$ cat config.mk
export PLATFORM = sky130hd
export DESIGN_NAME = uart_tx_dev
export DESIGN_NICKNAME = d
export VERILOG_FILES = /design/src/rtl/uart_tx_dev.sv
export SDC_FILE = /design/constraint.sdc
export NUM_CORES = 1
export LEC_CHECK = 0
export BUFFER_PORTS_ARGS = -buffer_cell sky130_fd_sc_hd__buf_2
export CAP_MARGIN = 10
export CORE_UTILIZATION = 45
export CTS_BUF_LIST = sky130_fd_sc_hd__clkbuf_4
export CTS_CLUSTER_DIAMETER = 80
export DETAILED_ROUTE_END_ITERATION = 12
export GPL_ROUTABILITY_DRIVEN = 0
export SLEW_MARGIN = 20
export SYNTH_ARGS = -nofsm -noshare
export SYNTH_HDL_FRONTEND = slang
export SYNTH_SLANG_ARGS = --single-unit
$ cat constraint.sdc
create_clock -name clk_i -period 5.93 [get_ports clk_i]
set_clock_uncertainty 0.15 [all_clocks]
set_input_delay 0.2965 -clock clk_i [delete_from_list [all_inputs] [get_ports clk_i]]
set_output_delay 0.2965 -clock clk_i [all_outputs]
set_load 0.02 [all_outputs]
$ cat src/rtl/uart_tx_dev.sv
// uart_tx_dev: memory-mapped UART transmitter (8N1, LSB first) fed by a byte FIFO.
// Optional feature macro UART_TX_PARITY_EN inserts an even-parity bit before the stop bit.
module uart_tx_dev #(
    parameter int unsigned FIFO_DEPTH   = 16,
    parameter logic [15:0] DIV_RESET    = 16'd433,
    parameter int unsigned DataWidth    = 32,
    parameter int unsigned AddressWidth = 32
) (
    input  logic                    clk_i,
    input  logic                    rst_i,
    input  logic                    req_i,
    input  logic [AddressWidth-1:0] addr_i,
    input  logic                    we_i,
    input  logic [DataWidth-1:0]    wdata_i,
    output logic [DataWidth-1:0]    rdata_o,
    output logic                    tx_o,
    output logic                    irq_o
);

    localparam int unsigned PW = $clog2(FIFO_DEPTH);
    localparam int unsigned CW = PW + 1;
    localparam logic [CW-1:0] DEPTH = CW'(FIFO_DEPTH);

`ifdef UART_TX_PARITY_EN
    localparam logic PARITY_EN = 1'b1;
`else
    localparam logic PARITY_EN = 1'b0;
`endif

    typedef enum logic [2:0] {
        ST_IDLE,
        ST_START,
        ST_DATA,
        ST_PARITY,
        ST_STOP
    } state_t;

    state_t state;
    state_t state_next;

    logic [7:0]    fifo_mem [FIFO_DEPTH];
    logic [PW-1:0] wr_ptr;
    logic [PW-1:0] rd_ptr;
    logic [CW-1:0] count;
    logic          empty;
    logic          full;

    logic [15:0] div;
    logic [15:0] cnt;
    logic [2:0]  bit_idx;
    logic [7:0]  shreg;
    logic        bit_end;
    logic        busy;
    logic        tx_bit;
    logic        ovf;
    logic        pop;
    logic        push_req;
    logic        push;
    logic        drop;

    logic [1:0]           reg_sel;
    logic                 wr_acc;
    logic                 rd_acc;
    logic [DataWidth-1:0] rd_val;

`ifdef UART_TX_PARITY_EN
    logic par_bit;
`endif

    logic unused_bits;
    assign unused_bits = ^{addr_i[AddressWidth-1:4], addr_i[1:0], wdata_i[DataWidth-1:16]};

    assign reg_sel  = addr_i[3:2];
    assign wr_acc   = req_i & we_i;
    assign rd_acc   = req_i & ~we_i;
    assign empty    = (count == '0);
    assign full     = (count == DEPTH);
    assign bit_end  = (cnt == '0);
    assign push_req = wr_acc & (reg_sel == 2'd0);
    // A pop in the same cycle frees the slot, so a push into a full FIFO is still taken.
    assign push     = push_req & (~full | pop);
    assign drop     = push_req & full & ~pop;

    // FIFO storage and pointers
    always_ff @(posedge clk_i) begin
        if (push) begin
            fifo_mem[wr_ptr] <= wdata_i[7:0];
        end
    end

    always_ff @(posedge clk_i or negedge rst_i) begin
        if (!rst_i) begin
            wr_ptr <= '0;
            rd_ptr <= '0;
            count  <= '0;
        end else begin
            if (push) begin
                wr_ptr <= wr_ptr + 1'b1;
            end
            if (pop) begin
                rd_ptr <= rd_ptr + 1'b1;
            end
            if (push && !pop) begin
                count <= count + 1'b1;
            end else if (pop && !push) begin
                count <= count - 1'b1;
            end
        end
    end

    // TX FSM: state register
    always_ff @(posedge clk_i or negedge rst_i) begin
        if (!rst_i) begin
            state <= ST_IDLE;
        end else begin
            state <= state_next;
        end
    end

    // TX FSM: next state and pop request
    always_comb begin
        state_next = state;
        pop        = 1'b0;
        unique case (state)
            ST_IDLE: begin
                if (!empty) begin
                    pop        = 1'b1;
                    state_next = ST_START;
                end
            end
            ST_START: begin
                if (bit_end) begin
                    state_next = ST_DATA;
                end
            end
            ST_DATA: begin
                if (bit_end && bit_idx == 3'd7) begin
`ifdef UART_TX_PARITY_EN
                    state_next = ST_PARITY;
`else
                    state_next = ST_STOP;
`endif
                end
            end
            ST_PARITY: begin
                if (bit_end) begin
                    state_next = ST_STOP;
                end
            end
            ST_STOP: begin
                if (bit_end) begin
                    if (!empty) begin
                        pop        = 1'b1;
                        state_next = ST_START;
                    end else begin
                        state_next = ST_IDLE;
                    end
                end
            end
            default: state_next = ST_IDLE;
        endcase
    end

    // TX FSM: outputs
    always_comb begin
        busy   = (state != ST_IDLE);
        tx_bit = 1'b1;
        case (state)
            ST_START: tx_bit = 1'b0;
            ST_DATA:  tx_bit = shreg[0];
`ifdef UART_TX_PARITY_EN
            ST_PARITY: tx_bit = par_bit;
`endif
            default:  tx_bit = 1'b1;
        endcase
    end

    assign tx_o = tx_bit;

    // Bit timing and shifter; DIV is sampled only when a new bit starts.
    always_ff @(posedge clk_i or negedge rst_i) begin
        if (!rst_i) begin
            cnt     <= '0;
            bit_idx <= '0;
            shreg   <= '0;
`ifdef UART_TX_PARITY_EN
            par_bit <= 1'b0;
`endif
        end else if (pop) begin
            cnt     <= div;
            bit_idx <= '0;
            shreg   <= fifo_mem[rd_ptr];
`ifdef UART_TX_PARITY_EN
            par_bit <= ^fifo_mem[rd_ptr];
`endif
        end else if (state != ST_IDLE) begin
            if (bit_end) begin
                cnt <= div;
                if (state == ST_DATA) begin
                    shreg   <= {1'b0, shreg[7:1]};
                    bit_idx <= bit_idx + 3'd1;
                end
            end else begin
                cnt <= cnt - 16'd1;
            end
        end
    end

    // Register read mux; count sits at [15:8] and only spills past bit 15 for a 256-deep FIFO.
    always_comb begin
        rd_val = '0;
        case (reg_sel)
            2'd1: begin
                rd_val[0]       = busy;
                rd_val[1]       = full;
                rd_val[2]       = empty;
                rd_val[3]       = ovf;
                rd_val[4]       = PARITY_EN;
                rd_val[8 +: CW] = count;
            end
            2'd2:    rd_val[15:0] = div;
            default: rd_val = '0;
        endcase
    end

    always_ff @(posedge clk_i or negedge rst_i) begin
        if (!rst_i) begin
            div     <= DIV_RESET;
            ovf     <= 1'b0;
            rdata_o <= '0;
            irq_o   <= 1'b1;
        end else begin
            if (drop) begin
                ovf <= 1'b1;
            end else if (wr_acc && reg_sel == 2'd1 && wdata_i[3]) begin
                ovf <= 1'b0;
            end
            if (wr_acc && reg_sel == 2'd2) begin
                div <= wdata_i[15:0];
            end
            if (rd_acc) begin
                rdata_o <= rd_val;
            end
            irq_o <= empty & ~busy;
        end
    end

endmodule

==> metrics.csv, run 1 <==
metric;value;unit
outcome;completed;
intPower;2830;µW
ir_drop;211;µV
avgRoutedWirePerCell;19.4;µm
vias;5646;
cts_hold_buf;20;
synthArstFlopShare;37.6;%
die_area;20600;µm²
core;19500;µm²
fin_nets;801;
syn_inst;627;
cts.sinks;205;
detail_route.first_pass.iterations;6;
grt_max_degree;78;
switching_power;1420;µW
ctsRootBufferMaster;clkbuf_4;
layout_commonest_cell;edfxtp_1;
drtIter0Drc;454;
pwr-share-comb;25.7;%
syn_avg_cell_area;14.3;µm²
drive_above_1_share;26.8;%
clk_pin_slew_worst_paths;70;ps
cts_resized;0;
arrival;4190;ps
drc;0;
wl;19900;µm
place_inst;907;
final_cell_mix;edfxtp_1 (128), clkbuf_4 (78), nand2_1 (72);
numCtsBuffers;53;
power_leakage;0.00388;µW
seq_area;5780;µm²
synth_area;9000;µm²
finalHoldViolCount;0;
grt_pass1_vias;5692;
h-tree-depth;2;
port-buffer-count;39;
crit_start;cnt[0];
rsz0062_at_grt;false;
crit_fanout;23;
tritoncts;done;
worstSetupStartpointType;register;
power_density;415;nW/µm²
crit_path_end_kind;register;
synth_edf_count;128;
min_path_type;primary input to asynchronous set/reset pin;
grt_pass1_wl;31100;µm
finalCritPeriodShare;64.3;%
num-fill-cells;1680;
p_sw_share;33.5;%
die_w;143;µm
grt.overflow.total;0;
synth.distinct_cells;69;
clk_latency;670;ps
dp_hpwl;12600;µm
slew_headroom;23.6;%
fin_crit;3820;ps
yosysWarnings;0;
cp.required;6310;ps
drtAntennaViolNets;0;
synth-main-ff-cell;edfxtp_1;
maxCapViolations;0;
finalSetupViolCount;0;
row_count;51;
rr_startpoint;cnt[0];
seq_power_share;46.5;%
slew_violations;0;
critPathKind;register to register;
cts_setup_buffers;0;
fin_setup_tns;0;ps
finalNonFillerCells;1026;
antenna_found_initial;2;
clock.fmax;262;MHz
multi_input_area;2970;µm²
clk_path_buf_depth;3;
yosys_register_bits;205;
tightest_slew;1150;ps
grt.total_usage;20.5;%
power.share.clock;27.8;%
ys_seq_area_share;64.2;%
num_io_pins;102;
fp.dieH;143;µm
start_util;46.1;%
syn_to_final_growth;13.9;%
via_per_inst;5.50;
layer usage:
metal	GRT usage [%]	wire [µm]	share of wire (%)
met5	0	0	0
met4	9.85	580	2.9
met3	3.87	1040	5.2
met2	31.3	9360	47
met1	28.1	8930	45
cell type report:
type,instances,area share (%)
sequential,205,56.4
multi-input combinational,380,29.0
clock buffer,78,5.71
timing repair buffer,65,4.36
tap,265,3.23
clock inverter,20,0.842
inverter,12,0.476
antenna,1,0.0244
final timing paths:
| check | end | cells after the start | slack, ps |
|---|---|---|---|
| min | rdata_o[14] | 2 | 80 |
| min reg2reg | rdata_o[4] | 2 | 320 |
| max | count[4] | 14 | 2110 |
| max in group asynchronous | rd_ptr[0] | 2 | 5000 |
| max reg2reg | count[4] | 14 | 2110 |
| min in group clk_i | rdata_o[12] | 3 | 110 |
synth_stat cells (all sizes together) (2+ instances only):
cell type,count,area share (%)
edfxtp,128,43
nand2,73,3.1
dfrtp,71,20
o21ai,38,2.4
nor2,34,1.5
mux4,32,8.0
buf,29,2.2
mux2,18,2.3
clkbuf,16,0.68
ha,15,2.1
nand3,15,0.83
o22ai,12,0.83
inv,11,0.49
nor3,11,0.92
a21oi,10,0.56
a22oi,10,0.89
xnor2,10,0.97
a31oi,8,0.56
nand2b,7,0.49
nor4,7,0.65
and3,6,0.42
dfstp,6,1.8
nand4,6,0.58
a221o,5,0.56
mux2i,5,0.56
or4,5,0.46
o211ai,4,0.33
nor2b,3,0.21
o311ai,3,0.29
o31ai,3,0.40
a211o,2,0.19
a21o,2,0.17
a32oi,2,0.19
and2,2,0.14
or3,2,0.14
metrics by stage:
step	utilization, %	hold slack (ps)	total power [µW]	setup slack, ps	cell area [µm²]
2_1_floorplan	-	-149	2770	2690	9050
3_3_place_gp	48.0	308	3040	2260	9370
3_5_place_dp	48.0	316	3080	2220	9370
4_1_cts	52.5	48.0	4290	2150	10200
5_1_grt	52.5	96.4	4490	1880	10200
6_report	52.5	83.4	4250	2110	10200
registers in the layout, summed over array words and instances (netlist names), 4 cells and up:
signal	cells
div	16
cnt	16
count	5
fifo_mem	128
rdata_o	16
wr_ptr	4
rd_ptr	4
shreg	8
kinds of logic (layout without fill, tap and decap cells):
| kind of cell | Yosys count | after routing | synth area share (%) |
|---|---|---|---|
| xor gates and xnor gates | 11 | 11 | 1.07 |
| other | 1 | 17 | 0.0417 |
| buffers and inverters | 57 | 175 | 3.46 |
| and+or+nand+nor | 176 | 176 | 10.1 |
| AOI/OAI and AO/OA | 106 | 106 | 8.00 |
| DFF | 205 | 205 | 64.2 |
| muxes | 55 | 55 | 10.8 |
| adders and majority gates | 16 | 16 | 2.31 |
power groups by stage:
stage                     Combinational [µW]  Clock (µW)  Sequential, µW
final                                   1090        1180            1980
after global routing                    1200        1290            2000
after CTS                               1100        1220            1970
after detailed placement                1090           0            2000
after global placement                  1060           0            1980
after floorplan                          896           0            1880
worst max-delay path, cell delays in order, from the launching register on:
cell and delay (ps):
dfrtp_1 420, inv_1 80, ha_1 150, nor2b_1 480, nand4_4 310, o31ai_4 470
inv_4 200, ha_1 270, inv_1 150, ha_1 290, a21o_1 200, a21oi_1 170
xnor2_1 130, nor2_1 70, xnor2_1 120
Note: power is estimated with default switching activity, not from simulation.
==> run 2: changes to the inputs <==
Settings changed: PLACE_DENSITY from default to 0.66.
Clock period 5.93 ns to 3.27 ns, I/O delays scaled along.
==> run 2 against run 1 <==
Compared with the run above:
- clock power up 74%
- worst hold slack got worse by 43 ps
- sequential power grew 81%
- global-route usage shrank 0.38 points
- final cell count is 1.4% higher
- wire length shrank 1.1%
- cell area rose by 1.7%
- sequential share of layout area down 0.95 points
- combinational power up 91%
- critical path type unchanged
- largest cell class unchanged
- highest routed layer unchanged
==> metrics.csv, run 2 (same netlist as run 1, synthesis figures left out) <==
metric;value;unit
finalHoldViolCount;0;
min_path_type;primary input to register;
hp-start;addr_i[2];
via_per_inst;5.53;
outcome;completed;
die_w;143;µm
port-buffer-count;39;
layout_commonest_cell;edfxtp_1;
numCtsBuffers;51;
h-tree-depth;2;
row_count;51;
critPathKind;register to register;
cts_setup_buffers;0;
start_util;46.1;%
fin_setup_tns;0;ps
avgRoutedWirePerCell;18.9;µm
grt_max_degree;78;
tightest_slew;1090;ps
rsz0062_at_grt;false;
largest_reg_flops;128;
slew_headroom;27.1;%
cp.required;3670;ps
clk_path_buf_depth;3;
drc;0;
final_cell_mix;edfxtp_1 (128), clkbuf_4 (77), nand2_1 (72);
final_util;53.4;%
detail_route.first_pass.iterations;5;
setup_slack;211;ps
arrival;3460;ps
power_leakage;0.00400;µW
post-place-ws;197;ps
maxCapViolations;0;
hold_depth;6;
antenna_found_initial;1;
crit_fanout;8;
vias;5748;
cts.sinks;205;
clock.fmax;327;MHz
slowest_delay;470;ps
place_inst;931;
reg2reg_depth;12;
finalNonFillerCells;1040;
fin_crit;3060;ps
num_io_pins;102;
ctsRootBufferMaster;clkbuf_4;
dp_hpwl;12800;µm
clk_pin_slew_worst_paths;70;ps
grt_pass1_wl;30800;µm
power_density;740;nW/µm²
regToRegSetupSlack;210;ps
clk_latency;690;ps
num-fill-cells;1639;
drive_above_1_share;29.2;%
p_total;7720;µW
grt.total_usage;20.1;%
grt_pass1_vias;5852;
crit_start;cnt[6];
rr_startpoint;cnt[6];
die_area;20600;µm²
drtIter0Drc;473;
drtAntennaViolNets;0;
grt.overflow.total;0;
ir_drop;407;µV
fin_nets;825;
wl;19700;µm
finalCritPeriodShare;93.6;%
fp.dieH;143;µm
tritoncts;done;
finalSetupViolCount;0;
worstSetupStartpointType;register;
core;19500;µm²
worst_path_max_delay_cell;dfrtp_1;
min_to;rdata_o[4];
slew_violations;0;
syn_to_final_growth;15.9;%
rr_endpoint;count[4];
crit_path_end_kind;register;
worstPathCellList;nor4_4, nand4_4, o31ai_4, inv_4, ha_1, inv_1, ha_1, a21o_1, a21oi_1, xnor2_1, nor2_1, xnor2_1;
regMostFlops;fifo_mem;
==> run 2: repair_timing <==
action | 4_1_cts | 5_1_grt
hold endpoints to repair | 237 | 0
endpoints found under the setup margin | 0 | 1
resized for setup | 0 | 2
hold buffers | 22 | 0
==> run 2: layer usage <==
layer  GRT usage [%]  share of wire, %  up-vias
li1                -                 -     2608
met4            8.23               2.3        0
met5               0                 0        -
met1            25.3                42     2919
met2            33.6                50      186
met3            4.43               5.8       35
==> run 2: worst max-delay path by stage <==
stage / endpoint / slack [ps] / depth (start not counted)
5_1_grt: count[4] / 30 / 12
4_1_cts: count[4] / 170 / 14
2_1_floorplan: count[4] / 30 / 15
3_3_place_gp: count[4] / 210 / 14
6_report: count[4] / 210 / 12
3_5_place_dp: count[4] / 200 / 14
==> run 2: power by group <==
| group | switching (µW) | leakage (µW) | internal, µW |
|---|---|---|---|
| registers | 504 | 0.00210 | 3080 |
| logic | 1060 | 0.00152 | 1020 |
| clock network | 976 | 0.000377 | 1070 |
==> run 2: cell type report <==
| type | count | area [µm²] | area share, % |
|---|---|---|---|
| sequential | 205 | 5780 | 55.4 |
| multi-input combinational | 380 | 2980 | 28.6 |
| timing repair buffer | 91 | 656 | 6.29 |
| clock buffer | 77 | 578 | 5.54 |
| tap | 265 | 332 | 3.18 |
| clock inverter | 9 | 48.8 | 0.468 |
| inverter | 12 | 48.8 | 0.468 |
| antenna | 1 | 2.50 | 0.0240 |
==> run 2: worst max-delay path, delay by kind of cell, from the launching register on <==
kind            cells  cell delay (ps)
fa+ha+maj           2              500
flops               1              470
xor+xnor            2              250
compound gates      3              700
buf+inv             2              190
simple gates        3              650
==> run 2: through the flow <==
| stage | cell area [µm²] | hold WS (ps) |
|---|---|---|
| floorplan | 9050 | -282 |
| global placement | 9560 | 218 |
| detailed placement | 9560 | 230 |
| CTS | 10400 | 0.749 |
| global route | 10400 | 64.8 |
| finish | 10400 | 40.5 |
